--- src/rtl/i2c_pkg.sv ---
// Shared types and constants for the system-clocked I2C register target.
// Optional SCL/SDA majority filter is enabled with I2C_GLITCH_FILTER_EN.
package i2c_pkg;

   localparam int I2C_ADDR_W = 7;
   localparam int I2C_BYTE_W = 8;
   localparam logic [I2C_BYTE_W-1:0] I2C_OOR_READ = 8'hFF;

   typedef enum logic [3:0] {
      ST_IDLE,
      ST_ADDR,
      ST_ADDR_ACK,
      ST_PTR,
      ST_PTR_ACK,
      ST_WR,
      ST_WR_ACK,
      ST_RD,
      ST_RD_MACK,
      ST_WAIT_STOP
   } i2c_state_t;

   // 2-of-3 vote used by the glitch filter
   function automatic logic maj3(input logic [2:0] v);
      return (v[0] & v[1]) | (v[0] & v[2]) | (v[1] & v[2]);
   endfunction

endpackage

--- src/rtl/i2c_line_cond.sv ---
// Pad conditioner for one I2C line: synchroniser, optional filter, edges.
// Defining I2C_GLITCH_FILTER_EN adds a 3-sample majority stage.
module i2c_line_cond
   import i2c_pkg::*;
#(
   parameter int SYNC_STAGES = 2
) (
   input  logic clk,
   input  logic reset,
   input  logic pad_in,
   output logic level,
   output logic rise,
   output logic fall
);

   logic [SYNC_STAGES-1:0] sync_q, sync_d;
   logic                   prev_q, prev_d;
   logic                   clean;

`ifdef I2C_GLITCH_FILTER_EN
   logic [2:0] win_q, win_d;
   logic       filt_q, filt_d;

   // sample window and majority vote; single-sample spikes never win
   always_comb begin
      win_d  = {win_q[1:0], sync_q[SYNC_STAGES-1]};
      filt_d = maj3(win_q);
   end

   // filter state, idle bus reads high
   always_ff @(posedge clk or negedge reset) begin
      if (!reset) begin
         win_q  <= 3'b111;
         filt_q <= 1'b1;
      end else begin
         win_q  <= win_d;
         filt_q <= filt_d;
      end
   end

   assign clean = filt_q;
`else
   assign clean = sync_q[SYNC_STAGES-1];
`endif

   // shift chain and previous-level capture
   always_comb begin
      sync_d = {sync_q[SYNC_STAGES-2:0], pad_in};
      prev_d = clean;
   end

   // synchroniser and edge-detect flops
   always_ff @(posedge clk or negedge reset) begin
      if (!reset) begin
         sync_q <= '1;
         prev_q <= 1'b1;
      end else begin
         sync_q <= sync_d;
         prev_q <= prev_d;
      end
   end

   assign level = clean;
   assign rise  = clean & ~prev_q;
   assign fall  = ~clean & prev_q;

endmodule

--- src/rtl/i2c_target_regs.sv ---
// Oversampled I2C target exposing a pointer-addressed byte register bank.
// Define I2C_GLITCH_FILTER_EN to add majority filtering on SCL/SDA.
module i2c_target_regs
   import i2c_pkg::*;
#(
   parameter int NUM_REGS    = 8,
   parameter int PTR_W       = $clog2(NUM_REGS),
   parameter int SYNC_STAGES = 2
) (
   input  logic                    clk,
   input  logic                    reset,
   input  logic                    en,
   input  logic [I2C_ADDR_W-1:0]   my_addr,
   input  logic                    scl_in,
   input  logic                    sda_in,
   output logic                    sda_oe,
   input  logic [8*NUM_REGS-1:0]   rd_regs,
   output logic [8*NUM_REGS-1:0]   wr_regs,
   output logic                    wr_strobe,
   output logic [PTR_W-1:0]        wr_idx,
   output logic                    busy
);

   i2c_state_t state_q, state_d;
   logic [3:0]                cnt_q, cnt_d;
   logic [I2C_ADDR_W-1:0]     shreg_q, shreg_d;
   logic [I2C_BYTE_W-1:0]     ptr_q, ptr_d;
   logic                      sda_oe_q, sda_oe_d;
   logic [8*NUM_REGS-1:0]     wr_regs_q, wr_regs_d;
   logic                      wr_strobe_q, wr_strobe_d;
   logic [PTR_W-1:0]          wr_idx_q, wr_idx_d;
   logic                      busy_q, busy_d;

   logic scl_lvl, scl_rise, scl_fall;
   logic sda_lvl, sda_rise, sda_fall;
   logic start, stop;
   logic ptr_ok, addr_hit;
   logic [I2C_BYTE_W-1:0] byte_in, rd_byte, ptr_nxt;

   i2c_line_cond #(.SYNC_STAGES(SYNC_STAGES)) u_scl (
      .clk    (clk),
      .reset  (reset),
      .pad_in (scl_in),
      .level  (scl_lvl),
      .rise   (scl_rise),
      .fall   (scl_fall)
   );

   i2c_line_cond #(.SYNC_STAGES(SYNC_STAGES)) u_sda (
      .clk    (clk),
      .reset  (reset),
      .pad_in (sda_in),
      .level  (sda_lvl),
      .rise   (sda_rise),
      .fall   (sda_fall)
   );

   assign start    = sda_fall & scl_lvl;
   assign stop     = sda_rise & scl_lvl;
   assign byte_in  = {shreg_q, sda_lvl};
   assign addr_hit = (byte_in[7:1] == my_addr);
   assign ptr_ok   = ({1'b0, ptr_q} < 9'(NUM_REGS));
   assign ptr_nxt  = (ptr_q == 8'(NUM_REGS-1)) ? 8'h00 : ptr_q + 8'h01;

   // read mux; pointers past the bank return the fill pattern
   always_comb begin
      rd_byte = I2C_OOR_READ;
      for (int i = 0; i < NUM_REGS; i++) begin
         if (ptr_q == 8'(i)) rd_byte = rd_regs[8*i +: 8];
      end
   end

   // protocol FSM: bits in on SCL rise, SDA drive changes on SCL fall
   always_comb begin
      state_d     = state_q;
      cnt_d       = cnt_q;
      shreg_d     = shreg_q;
      ptr_d       = ptr_q;
      sda_oe_d    = sda_oe_q;
      wr_regs_d   = wr_regs_q;
      wr_strobe_d = 1'b0;
      wr_idx_d    = wr_idx_q;
      busy_d      = busy_q;

      if (!en || stop) begin
         state_d  = ST_IDLE;
         cnt_d    = 4'd0;
         sda_oe_d = 1'b0;
         busy_d   = 1'b0;
      end else if (start) begin
         state_d  = ST_ADDR;
         cnt_d    = 4'd0;
         sda_oe_d = 1'b0;
      end else begin
         unique case (state_q)
            ST_ADDR: begin
               if (scl_rise) begin
                  shreg_d = byte_in[6:0];
                  cnt_d   = cnt_q + 4'd1;
                  if (cnt_q == 4'd7) begin
                     cnt_d = 4'd0;
                     if (addr_hit) begin
                        state_d = ST_ADDR_ACK;
                     end else begin
                        state_d = ST_WAIT_STOP;
                        busy_d  = 1'b0;
                     end
                  end
               end
            end
            ST_ADDR_ACK: begin
               if (scl_fall) begin
                  if (!sda_oe_q) begin
                     sda_oe_d = 1'b1;
                     busy_d   = 1'b1;
                  end else if (shreg_q[0]) begin
                     state_d  = ST_RD;
                     cnt_d    = 4'd0;
                     sda_oe_d = ~rd_byte[7];
                  end else begin
                     state_d  = ST_PTR;
                     sda_oe_d = 1'b0;
                  end
               end
            end
            ST_PTR: begin
               if (scl_rise) begin
                  shreg_d = byte_in[6:0];
                  cnt_d   = cnt_q + 4'd1;
                  if (cnt_q == 4'd7) begin
                     cnt_d   = 4'd0;
                     ptr_d   = byte_in;
                     state_d = ST_PTR_ACK;
                  end
               end
            end
            ST_PTR_ACK, ST_WR_ACK: begin
               if (scl_fall) begin
                  if (!sda_oe_q) begin
                     sda_oe_d = 1'b1;
                  end else begin
                     sda_oe_d = 1'b0;
                     state_d  = ST_WR;
                  end
               end
            end
            ST_WR: begin
               if (scl_rise) begin
                  shreg_d = byte_in[6:0];
                  cnt_d   = cnt_q + 4'd1;
                  if (cnt_q == 4'd7) begin
                     cnt_d   = 4'd0;
                     state_d = ST_WR_ACK;
                     ptr_d   = ptr_nxt;
                     if (ptr_ok) begin
                        for (int i = 0; i < NUM_REGS; i++) begin
                           if (ptr_q == 8'(i)) wr_regs_d[8*i +: 8] = byte_in;
                        end
                        wr_strobe_d = 1'b1;
                        wr_idx_d    = ptr_q[PTR_W-1:0];
                     end
                  end
               end
            end
            ST_RD: begin
               if (scl_rise) begin
                  cnt_d = cnt_q + 4'd1;
               end else if (scl_fall) begin
                  if (cnt_q == 4'd8) begin
                     state_d  = ST_RD_MACK;
                     cnt_d    = 4'd0;
                     sda_oe_d = 1'b0;
                     ptr_d    = ptr_nxt;
                  end else begin
                     sda_oe_d = ~rd_byte[3'd7 - cnt_q[2:0]];
                  end
               end
            end
            ST_RD_MACK: begin
               if (scl_rise) begin
                  if (!sda_lvl) begin
                     cnt_d = 4'd1;
                  end else begin
                     state_d = ST_WAIT_STOP;
                     busy_d  = 1'b0;
                  end
               end else if (scl_fall && cnt_q == 4'd1) begin
                  state_d  = ST_RD;
                  cnt_d    = 4'd0;
                  sda_oe_d = ~rd_byte[7];
               end
            end
            default: ;
         endcase
      end
   end

   // state and output registers
   always_ff @(posedge clk or negedge reset) begin
      if (!reset) begin
         state_q     <= ST_IDLE;
         cnt_q       <= 4'd0;
         shreg_q     <= '0;
         ptr_q       <= '0;
         sda_oe_q    <= 1'b0;
         wr_regs_q   <= '0;
         wr_strobe_q <= 1'b0;
         wr_idx_q    <= '0;
         busy_q      <= 1'b0;
      end else begin
         state_q     <= state_d;
         cnt_q       <= cnt_d;
         shreg_q     <= shreg_d;
         ptr_q       <= ptr_d;
         sda_oe_q    <= sda_oe_d;
         wr_regs_q   <= wr_regs_d;
         wr_strobe_q <= wr_strobe_d;
         wr_idx_q    <= wr_idx_d;
         busy_q      <= busy_d;
      end
   end

   assign sda_oe    = sda_oe_q;
   assign wr_regs   = wr_regs_q;
   assign wr_strobe = wr_strobe_q;
   assign wr_idx    = wr_idx_q;
   assign busy      = busy_q;

endmodule

--- config.mk ---
export PLATFORM = sky130hd
export DESIGN_NAME = i2c_target_regs
export DESIGN_NICKNAME = d
export VERILOG_FILES = /design/src/rtl/i2c_pkg.sv /design/src/rtl/i2c_line_cond.sv /design/src/rtl/i2c_target_regs.sv
export SDC_FILE = /design/constraint.sdc
export NUM_CORES = 1
export LEC_CHECK = 0
export CORE_MARGIN = 5
export CORE_UTILIZATION = 54
export CTS_BUF_LIST = sky130_fd_sc_hd__clkbuf_2 sky130_fd_sc_hd__clkbuf_4 sky130_fd_sc_hd__clkbuf_8
export DETAILED_ROUTE_END_ITERATION = 8
export GPL_ROUTABILITY_DRIVEN = 0
export PLACE_DENSITY = 0.95
export SYNTH_ARGS = -nofsm -noshare
export SYNTH_HDL_FRONTEND = slang
export SYNTH_SLANG_ARGS = --single-unit
--- constraint.sdc ---
create_clock -name clk -period 5 [get_ports clk]
set_clock_uncertainty 0.15 [all_clocks]
set_input_delay 0.5 -clock clk [delete_from_list [all_inputs] [get_ports clk]]
set_output_delay 0.5 -clock clk [all_outputs]
set_load 0.1 [all_outputs]
== After elaboration in Yosys (flattened, before gate mapping) ==
Index checks and enable logic that the tools add are counted.

* Flip-flop bits (word level): 99

* Add/sub/neg operators: 3
* $lt $le $gt $ge: 2
* Equal/unequal tests: 56
* Muxes and demuxes: 83
* Bitwise operators: 14
* Reduce and logical (&&, ||, !) cells: 26

{| class="wikitable"
|+ Operators by type and width
! cell !! count
|-
| $mux 4 || 32
|-
| $mux 8 || 16
|-
| $ne 4x4->1 const B || 16
|-
| $reduce_and 7->1 || 9
|-
| $eq 8x3->1 const B || 4
|-
| $mux 1 || 28
|-
| $pmux 4 s7 || 1
|-
| $pmux 8 s3 || 1
|-
| $eq 4x3->1 const B || 5
|-
| $ne 5x5->1 const B || 4
|-
| $ne 3x3->1 const B || 6
|-
| $reduce_and 9->1 || 2
|-
| $eq 8x2->1 const B || 2
|-
| $pmux 4 s4 || 1
|-
| $reduce_and 16->1 || 1
|-
| $ne 2x2->1 const B || 7
|-
| $reduce_bool 6->1 || 2
|-
| $reduce_and 10->1 || 1
|-
| $reduce_bool 9->1 || 1
|-
| $add 8x1->8 const B || 1
|-
| $eq 4x1->1 const B || 2
|-
| $eq 4x2->1 const B || 2
|-
| $eq 4x4->1 const B || 2
|-
| $eq 8x1->1 const B || 1
|-
| 25 further kinds || 37
|}

== Longest topological paths before layout ==
Gate-level depths: netlist of run 1.

* Depth after elaboration: 18
* Depth in mapped cells: 11
* Gate-level depth less buffers: 9

== Cells and area by module ==
From an unflattened synthesis of run 1, not the netlist that was laid out.

* Cells, all modules: 500
* Area total of the unflattened synthesis: 5,343.9 sq um

{| class="wikitable"
|+ Modules (own cells, without submodules)
! module !! instances !! cells each !! area each (sq um) !! sequential area each (sq um)
|-
| i2c_target_regs || 1 || 490 || 5,156.2 || 2,327.2
|-
| i2c_line_cond || 2 || 5 || 93.8 || 78.8
|}

== Worst setup path after synthesis of run 1 ==
No wires, ideal clock.

* Path type: register -> register
* Start: register ptr_q[5]
* End: register wr_regs_q[24], in the netlist wr_regs[24]
* Library setup time: 0.128 ns
* Data arrival time: 2.368 ns
* Slack: 2.354 ns
* Cell stages (with the launch flop): 8
* Period minus slack after synthesis: 2.646 ns
* Cells stage by stage: dfrtp_1 > or4_1 > or2_1 > nor4_4 > and2_1 > buf_4 > nand2_4 > mux2_1

* Cells in the longest elaborated chain, start to end: 2

{| class="wikitable"
|+ Ends and longest elaborated chain
! item !! RTL line !! RTL
|-
| start: declaration || i2c_target_regs.sv:27 || <nowiki>logic [I2C_BYTE_W-1:0] ptr_q, ptr_d;</nowiki>
|-
| start signal: assignment || i2c_target_regs.sv:214 || <nowiki>ptr_q <= ptr_d;</nowiki>
|-
| $lt 8x4->1 / $eq 8x2->1 (equally long branches) || i2c_target_regs.sv:62, i2c_target_regs.sv:157 ||
|-
| $reduce_and 7->1 (no line) * || - ||
|-
| end signal: assignment || i2c_target_regs.sv:216 || <nowiki>wr_regs_q <= wr_regs_d;</nowiki>
|-
| end: declaration || i2c_target_regs.sv:29 || <nowiki>logic [8*NUM_REGS-1:0] wr_regs_q, wr_regs_d;</nowiki>
|}

Mark *: on every way between the ends. The rest lies on a longest branch, timed or not.
A chain may end at the register's enable or synchronous reset.

== Worst setup path in the final report of run 1 ==
* Start: register ptr_q[2]
* End: register wr_regs_q[32], in the netlist wr_regs[32]

* Cells in the longest elaborated chain, start to end: 2

{| class="wikitable"
|+ Ends and longest elaborated chain
! item !! RTL line
|-
| $lt 8x4->1 / $eq 8x3->1 (equally long branches) || i2c_target_regs.sv:62, i2c_target_regs.sv:157
|-
| $reduce_and 7->1 (no line) * || -
|}

Marks and branches as above.

==> results_dict.tcl, run 1 <==
set metrics [dict create \
    setup_tns_ns 0 \
    p_sw_share_pct 37.7 \
    rows 36 \
    final_common_cell "clkdlybuf4s50_1" \
    drt-total-wl_microns 17600 \
    ys_seq_area_share_pct 46.0 \
    critPathLaunchType "flop" \
    grt_pass1_wl_microns 27500 \
    p_per_area_nw_per_um2 315 \
    ys.flop_type "dfrtp_1" \
    avgRoutedWirePerCell_microns 22.4 \
    die_h_microns 110 \
    final_cell_mix "clkdlybuf4s50_1, dfrtp_1, mux2_2, nand2_1, o21ai_0" \
    drt-initial-drc-count 684 \
    drcViolationCount 0 \
    dp_hpwl_microns 11800 \
    holdWs_ns 0.210 \
    slew_headroom_pct 28.3 \
    fmax_ghz 0.293 \
    grt_pass1_vias 5304 \
    die_area_sq_um 12100 \
    startpoint "ptr_q[2]" \
    drive_gt1_share_pct 11.6 \
    ir_drop_mv 0.168 \
    clkPwrFrac_pct 24.9 \
    syn_area_sq_um 5410 \
    utilization_pct 72.7 \
    seq_area_sq_um 2480 \
    timing.final.max_slew_violations 0 \
    core_area_sq_um 9770 \
    switchingPower_uw 843 \
    synth_warnings 0 \
    required_ns 5.09 \
    drt-vias-per-instance 6.43 \
    post-route-period-util_pct 68.2 \
    area_growth_pct 31.5 \
    crit_fanout 27 \
    die_w_microns 110 \
    rsz0062_at_grt "false" \
    p_leak_uw 0.00320 \
    antenna_found_initial 0 \
    clkTransAtPathRegs_ns 0.11 \
    synth_cells 529 \
    n_fill_cell 657 \
    avgSynthCellArea_sq_um 10.2 \
    clock_latency_ns 0.38 \
    cts.sinks 99 \
    path_class "reg2reg" \
    synth_edf_count 0 \
    numCtsBuffers 9 \
    vias 5064 \
    multi_input_area_sq_um 2690 \
    status "finished, final reports clean" \
    io_pins 146 \
    synthArstFlopShare_pct 100 \
    power.internal_uw 1390 \
    final-setup-viol-count 0 \
    worst_slew_pin_slew_ns 1.07 \
    drtPass1Iterations 6 \
    grt_max_degree 54 \
    grt_util_all_layers_pct 29.6 \
    cts_tree "done" \
    clk_path_buf_depth 2 \
    worst_setup_path_end_kind "flop" \
    hp-class "reg2reg" \
    globalRouteOverflowTotal 0 \
    min_period_ns 3.41 \
    r2r_start "ptr_q[2]" \
    h-tree-depth 3 \
    ys_ff_latch 99 \
    nNetsFinal 734 \
    arrival_ns 3.50 \
    cts_resized 0 \
    min_from "u_sda.sync_q[0]" \
    port_buffers 145 \
    synthesis.nets 614 \
    p_seq_share_pct 43.5 \
    antenna_cells 0 \
    maxCapViolations 0 \
    synth_cell_types 64 \
    power_frac_comb_pct 31.6 \
    root_buffer "clkbuf_8" \
    hold_viol 0 \
    initial_utilization_pct 55.3 \
    drtAntennaViolNets 0 \
]
-- final timing paths --
| check | depth (start not counted) | to | slack (ns) |
|---|---|---|---|
| worst max-delay path | 4 | wr_regs[32] | 1.59 |
| worst min-delay path | 0 | u_sda.sync_q[1] | 0.21 |
| worst max register to register | 4 | wr_regs[32] | 1.59 |
| worst min register to register | 0 | u_sda.sync_q[1] | 0.21 |
| max in group asynchronous | 3 | wr_regs[10] | 3.11 |
| min in group asynchronous | 2 | wr_regs[33] | 0.52 |
-- flip-flops by register name, indices dropped and copies added, names as in the netlist --
signal / count
wr_regs: 64
ptr_q: 8
shreg_q: 7
cnt_q: 4
state_q: 4
wr_idx: 3
u_scl.sync_q: 2
u_sda.sync_q: 2
busy: 1
sda_oe: 1
u_scl.prev_q: 1
u_sda.prev_q: 1
wr_strobe: 1
-- layout make-up --
cell class | count | share of cell area (%)
well taps | 133 | 2.34
flip-flops and latches | 99 | 35.0
clock inverters | 4 | 0.775
repair buffers | 147 | 20.6
clock buffers | 12 | 2.24
multi-input cells | 369 | 37.8
inverters | 23 | 1.22
-- power by group through the flow --
stage               clock network, uW  registers, uW  logic, uW
detailed placement                  0            978        676
global route                      597            979        773
floorplan                           0            889        543
global placement                    0            970        654
finish                            558            973        707
CTS                               565            964        687
-- kinds of logic (layout without fill, tap and decap cells) --
kind of cell	after synthesis	count (layout)	share of synthesized area, %
and+or+nand+nor	139	139	14.1
AOI/OAI and AO/OA	136	136	16.3
DFF	99	99	46.0
muxes	77	77	16.0
buffers and inverters	61	186	4.31
adders and majority gates	9	9	2.08
xor gates and xnor gates	8	8	1.30
-- per-layer routing --
layer  GRT usage [%]  vias up  wire (microns)
met5               0        -               0
met4            14.4        0             824
met3            8.62       88            2180
met2            46.8      389            8000
met1            37.3     2410            6630
li1                -     2177               -
-- cell usage after synthesis, types with 4 or more instances --
cell | instances | area, sq um
nor2b_1 | 8 | 50.1
nand4_1 | 4 | 25.0
nor3_1 | 11 | 55.1
dfstp_2 | 6 | 158
dfrtp_1 | 93 | 2330
mux2_2 | 43 | 484
nand2_4 | 4 | 45.0
and3b_1 | 4 | 35.0
nand3b_1 | 4 | 30.0
nand3_1 | 11 | 55.1
xor2_1 | 7 | 61.3
ha_1 | 9 | 113
mux2_1 | 32 | 360
nor2_1 | 24 | 90.1
o221ai_1 | 8 | 70.1
a21oi_1 | 35 | 175
nand2_1 | 38 | 143
a221oi_1 | 4 | 35.0
inv_1 | 22 | 82.6
a22oi_1 | 6 | 45.0
clkbuf_1 | 35 | 131
o22ai_1 | 10 | 62.6
nand2b_1 | 4 | 25.0
o21ai_0 | 37 | 185
nor4_1 | 8 | 50.1
-- critical path, cell delays in order, from the launching register on --
cell and delay, ns:
dfrtp_1 0.88, clkinv_1 0.50, nor3_1 0.76, nand3_1 0.53, mux2_2 0.45
-- timing repair --
action                                 4_1_cts  5_1_grt
buffers inserted                             0        0
hold buffers                                 1        0
endpoints found under the hold margin       32        0
-- per-stage QoR --
step           total power [uW]  setup WS [ns]  instances  area (sq um)
6_report                   2240           1.59        787          7110
5_1_grt                    2350           1.31        787          7110
4_1_cts                    2220           1.71        787          7110
3_5_place_dp               1650           1.73        770          6880
3_3_place_gp               1620           1.80        770          6880
2_1_floorplan              1430           2.35        529          5410
Power figures use the tool's default switching activity.
==> inputs of run 2 (changes only) <==
- CORE_UTILIZATION: 54 -> 50
- PLACE_DENSITY: 0.95 -> 0.94
- clock period: 5 -> 3.15 ns (I/O delays scaled with it)
==> run 2 against run 1 <==
Fmax up 19%. Wire length down 7.7%. Count of clock-buffer cells in the layout decreased by 3. Clock power increased by 62%. Core utilization is 6.5 points lower. Critical path type unchanged. Largest cell class unchanged. Highest routed layer unchanged.
==> results_dict.tcl, run 2 (synthesized netlist as in run 1, its figures left out) <==
set metrics [dict create \
    grt_util_all_layers_pct 24.8 \
    final_area_sq_um 7080 \
    reg2regPathDepth 6 \
    worst_slew_pin_slew_ns 0.630 \
    grt_max_degree 51 \
    status "finished, final reports clean" \
    multi_input_area_sq_um 2690 \
    setup_tns_ns 0 \
    io_pins 146 \
    cp_slowest_cell "or4_1" \
    hold_end "u_scl.sync_q[0]" \
    area_growth_pct 31.0 \
    rows 38 \
    final-setup-viol-count 0 \
    cts_tree "done" \
    globalRouteOverflowTotal 0 \
    drtPass1Iterations 8 \
    drt-vias-per-instance 6.04 \
    root_buffer "clkbuf_8" \
    nNetsFinal 750 \
    drive_gt1_share_pct 24.2 \
    port_buffers 145 \
    final_cell_mix "dfrtp_1, buf_4, clkdlybuf4s50_1, mux2_2, nand2_1" \
    numCtsBuffers 9 \
    antenna_found_initial 0 \
    drt-initial-drc-count 614 \
    die_area_sq_um 13000 \
    drt-total-wl_microns 16300 \
    p_per_area_nw_per_um2 510 \
    place_area_sq_um 6850 \
    required_ns 3.26 \
    place_ws_ns 0.293 \
    min_from "scl_in" \
    seq_area_sq_um 2480 \
    h-tree-depth 3 \
    clk_path_buf_depth 2 \
    hold_viol 0 \
    slew_headroom_pct 57.5 \
    path_depth 6 \
    crit_family "simple AND/OR/NAND/NOR gates" \
    critPathMaxStageDelay_ns 0.55 \
    drtAntennaViolNets 0 \
    vias 4892 \
    path_class "reg2reg" \
    arrival_ns 2.98 \
    crit_fanout 8 \
    final_common_cell "dfrtp_1" \
    crit_chain "or4_1 -> or2_1 -> nor4_4 -> buf_4 -> nand3_1 -> mux2_2" \
    clkTransAtPathRegs_ns 0.10 \
    crit_buf_inv 1 \
    post-route-period-util_pct 91.1 \
    ir_drop_mv 0.352 \
    core_area_sq_um 10700 \
    avgRoutedWirePerCell_microns 20.1 \
    initial_utilization_pct 50.5 \
    reg2reg_to "wr_regs[40]" \
    grt_pass1_vias 4932 \
    timing.final.max_slew_violations 0 \
    dp_hpwl_microns 11800 \
    die_w_microns 114 \
    n_fill_cell 766 \
    min_period_ns 2.87 \
    rsz0062_at_grt "false" \
    setup_ws_ns 0.280 \
    drcViolationCount 0 \
    p_leak_uw 0.00343 \
    hp-class "in2reg" \
    clock_latency_ns 0.38 \
    die_h_microns 114 \
    ff2ff_setup_slack_ns 0.28 \
    cts.sinks 99 \
    grt_pass1_wl_microns 25800 \
    whs_path_depth 1 \
    fmax_ghz 0.348 \
    maxCapViolations 0 \
    critPathLaunchType "flop" \
    worst_setup_path_end_kind "flop" \
    post_cts_buffers 0 \
    antenna_cells 0 \
    r2r_start "ptr_q[5]" \
    largest_reg_flops 64 \
]
[run 2: cell count changes in the layout (fill, tap and decap cells not counted), sizes merged]
cell,before,now
clkbuf,12,9
clkinvlp,1,0
buf,2,88
inv,24,28
clkdlybuf4s50,144,74
[run 2: how the worst max path moves through the flow]
stage              from          end
3_3_place_gp         en  wr_regs[30]
6_report       ptr_q[5]  wr_regs[40]
5_1_grt        ptr_q[2]       sda_oe
4_1_cts        ptr_q[5]  wr_regs[40]
2_1_floorplan  ptr_q[5]  wr_regs[24]
3_5_place_dp         en     ptr_q[5]
[run 2: metal layers]
layer	GRT usage, %	wire, microns	up-vias
li1	-	-	2209
met1	32.3	6580	2359
met2	40.8	7630	292
met3	6.31	1720	32
met4	8.00	345	0
met5	0	0	-
[run 2: stage by stage]
stage | cells | hold WS, ns | total power [uW] | utilization (%)
final | 810 | 0.185 | 3610 | 66.2
after global routing | 810 | 0.192 | 3790 | 66.2
after detailed placement | 793 | 0.201 | 2680 | 64.0
after global placement | 793 | 0.197 | 2640 | 64.0
after CTS | 810 | 0.173 | 3580 | 66.2
after floorplan | 529 | -0.131 | 2270 | -
[run 2: what timing repair did]
action | 4_1_cts | 5_1_grt
hold buffers | 1 | 0
resized for setup | 0 | 0
hold endpoints to repair | 49 | 0
[run 2: cell type report]
cell class                 instances  share of cell area, %
multi-input combinational        369                   38.0
sequential                        99                   35.1
timing repair buffer             163                   20.1
tap                              140                   2.47
clock buffer                       9                   1.75
clock inverter                     7                   1.38
inverter                          23                   1.22
[run 2: worst reg2reg max path, stage by stage (launching register included)]
cell and delay (ns):
dfrtp_1 0.45, or4_1 0.56, or2_1 0.27, nor4_4 0.27, buf_4 0.21, nand3_1 0.39
mux2_2 0.45
[run 2: report_power, final]
| part | switching, uW | internal, uW | leakage, uW |
|---|---|---|---|
| Clock | 504 | 400 | 0.000113 |
| Sequential | 167 | 1320 | 0.00135 |
| Combinational | 698 | 516 | 0.00197 |
==> inputs of run 3 (changes only) <==
- CORE_MARGIN: 5 -> 2
==> run 3 against run 2 <==
Largest cell class unchanged. Non-clock buffer count is 4 higher. Design area is 0.23% lower. Worst setup slack better by 0.018 ns. Sequential power hardly changed. Core utilization grew 1.6 points. Die area decreased by 10%. Cell count unchanged. Fmax increased by 0.62%. Count of clock-buffer cells in the layout increased by 2. Wire length rose by 2.1%. Sequential share of layout area increased by 0.081 points.
==> results_dict.tcl, run 3 (synthesized netlist as in run 1, its figures left out) <==
set metrics [dict create \
    h-tree-depth 3 \
    dp_hpwl_microns 11700 \
    ir_drop_mv 0.407 \
    hp-class "in2reg" \
    holdWs_ns 0.187 \
    p_leak_uw 0.00343 \
    seq_area_sq_um 2480 \
    final_cell_mix "dfrtp_1, buf_4, clkdlybuf4s50_1, mux2_2, nand2_1" \
    avgRoutedWirePerCell_microns 20.5 \
    critPathMaxStageDelay_ns 0.76 \
    initial_utilization_pct 51.9 \
    antenna_cells 0 \
    drt-vias-per-instance 6.24 \
    path_class "reg2reg" \
    place_area_sq_um 6870 \
    crit_fanout 21 \
    grt_pass1_wl_microns 25900 \
    root_buffer "clkbuf_8" \
    min_period_ns 2.85 \
    final_common_cell "dfrtp_1" \
    p_per_area_nw_per_um2 495 \
    grt_util_all_layers_pct 28.7 \
    ff2ff_setup_slack_ns 0.30 \
    clock_latency_ns 0.38 \
    multi_input_area_sq_um 2690 \
    rsz0062_at_grt "false" \
    drt-initial-drc-count 742 \
    hold_viol 0 \
    critPathLaunchType "flop" \
    worst_setup_path_end_kind "flop" \
    numCtsBuffers 9 \
    globalRouteOverflowTotal 0 \
    cp_slowest_cell "dfrtp_1" \
    crit_chain "inv_1 -> nor4_1 -> a32oi_1 -> a41oi_1 -> mux2_2" \
    worst_slew_pin_slew_ns 0.637 \
    n_fill_cell 744 \
    whs_path_depth 1 \
    die_area_sq_um 11700 \
    grt_pass1_vias 4972 \
    crit_family "flip-flops" \
    slew_headroom_pct 57.5 \
    nNetsFinal 754 \
    timing.final.max_slew_violations 0 \
    hold_end "u_sda.sync_q[0]" \
    utilization_pct 67.8 \
    fmax_ghz 0.351 \
    status "finished, final reports clean" \
    largest_reg_flops 64 \
    clk_path_buf_depth 2 \
    area_growth_pct 30.7 \
    die_h_microns 108 \
    setup_tns_ns 0 \
    maxCapViolations 0 \
    vias 5054 \
    port_buffers 145 \
    clkTransAtPathRegs_ns 0.09 \
    arrival_ns 2.97 \
    rows 37 \
    crit_buf_inv 1 \
    cts.sinks 99 \
    final_area_sq_um 7060 \
    cts_tree "done" \
    path_depth 5 \
    antenna_found_initial 0 \
    required_ns 3.27 \
    reg2reg_to "cnt_q[0]" \
    min_from "sda_in" \
    die_w_microns 108 \
    drt-total-wl_microns 16600 \
    drtPass1Iterations 5 \
    core_area_sq_um 10400 \
    r2r_start "state_q[1]" \
    drtAntennaViolNets 0 \
    drive_gt1_share_pct 24.8 \
    io_pins 146 \
    drcViolationCount 0 \
    grt_max_degree 100 \
    final-setup-viol-count 0 \
    reg2regPathDepth 5 \
    post-route-period-util_pct 90.5 \
]
## run 3: worst max path at each step
stage	startpoint	to	slack, ns
2_1_floorplan	ptr_q[5]	wr_regs[24]	0.50
3_3_place_gp	u_scl.sync_q[1]	ptr_q[0]	0.35
3_5_place_dp	u_scl.sync_q[1]	ptr_q[5]	0.25
4_1_cts	u_scl.sync_q[1]	ptr_q[4]	0.21
5_1_grt	state_q[1]	cnt_q[0]	0.06
6_report	state_q[1]	cnt_q[0]	0.30
## run 3: area by class of cell
cell class | count | area share, %
inverters | 23 | 1.22
flip-flops and latches | 99 | 35.2
multi-input cells | 369 | 38.1
repair buffers | 167 | 20.6
clock inverters | 5 | 0.531
well taps | 136 | 2.41
clock buffers | 11 | 1.97
## run 3: worst register-to-register path, stage by stage (launching register included)
cell and delay (ns):
dfrtp_1 0.76, inv_1 0.30, nor4_1 0.47, a32oi_1 0.14, a41oi_1 0.53, mux2_2 0.40
## run 3: through the flow
stage	worst slack [ns]	std cells	total power (uW)
final	0.298	810	3500
after global routing	0.0594	810	3670
after CTS	0.214	810	3460
after detailed placement	0.246	793	2710
after global placement	0.347	793	2670
after floorplan	0.504	529	2270
## run 3: power by group
group / internal, uW / leakage, uW / switching, uW
sequential: 1320 / 0.00135 / 135
clock: 308 / 0.0000868 / 451
combinational: 530 / 0.00199 / 751
## run 3: repair_timing
| action | in CTS | in global routing |
|---|---|---|
| hold endpoints to repair | 93 | 0 |
| setup endpoints to repair | 0 | 1 |
| buffers inserted | 0 | 0 |
| resized for setup | 0 | 1 |
| hold buffers | 1 | 0 |
## run 3: per-layer routing
metal	part of all wire, %	GRT usage [%]	wire, microns	vias to the layer above
li1	-	-	-	2219
met1	39	36.2	6480	2407
met2	46	46.9	7720	354
met3	11	8.32	1800	74
met4	3.7	11.2	622	0
met5	0	0	0	-
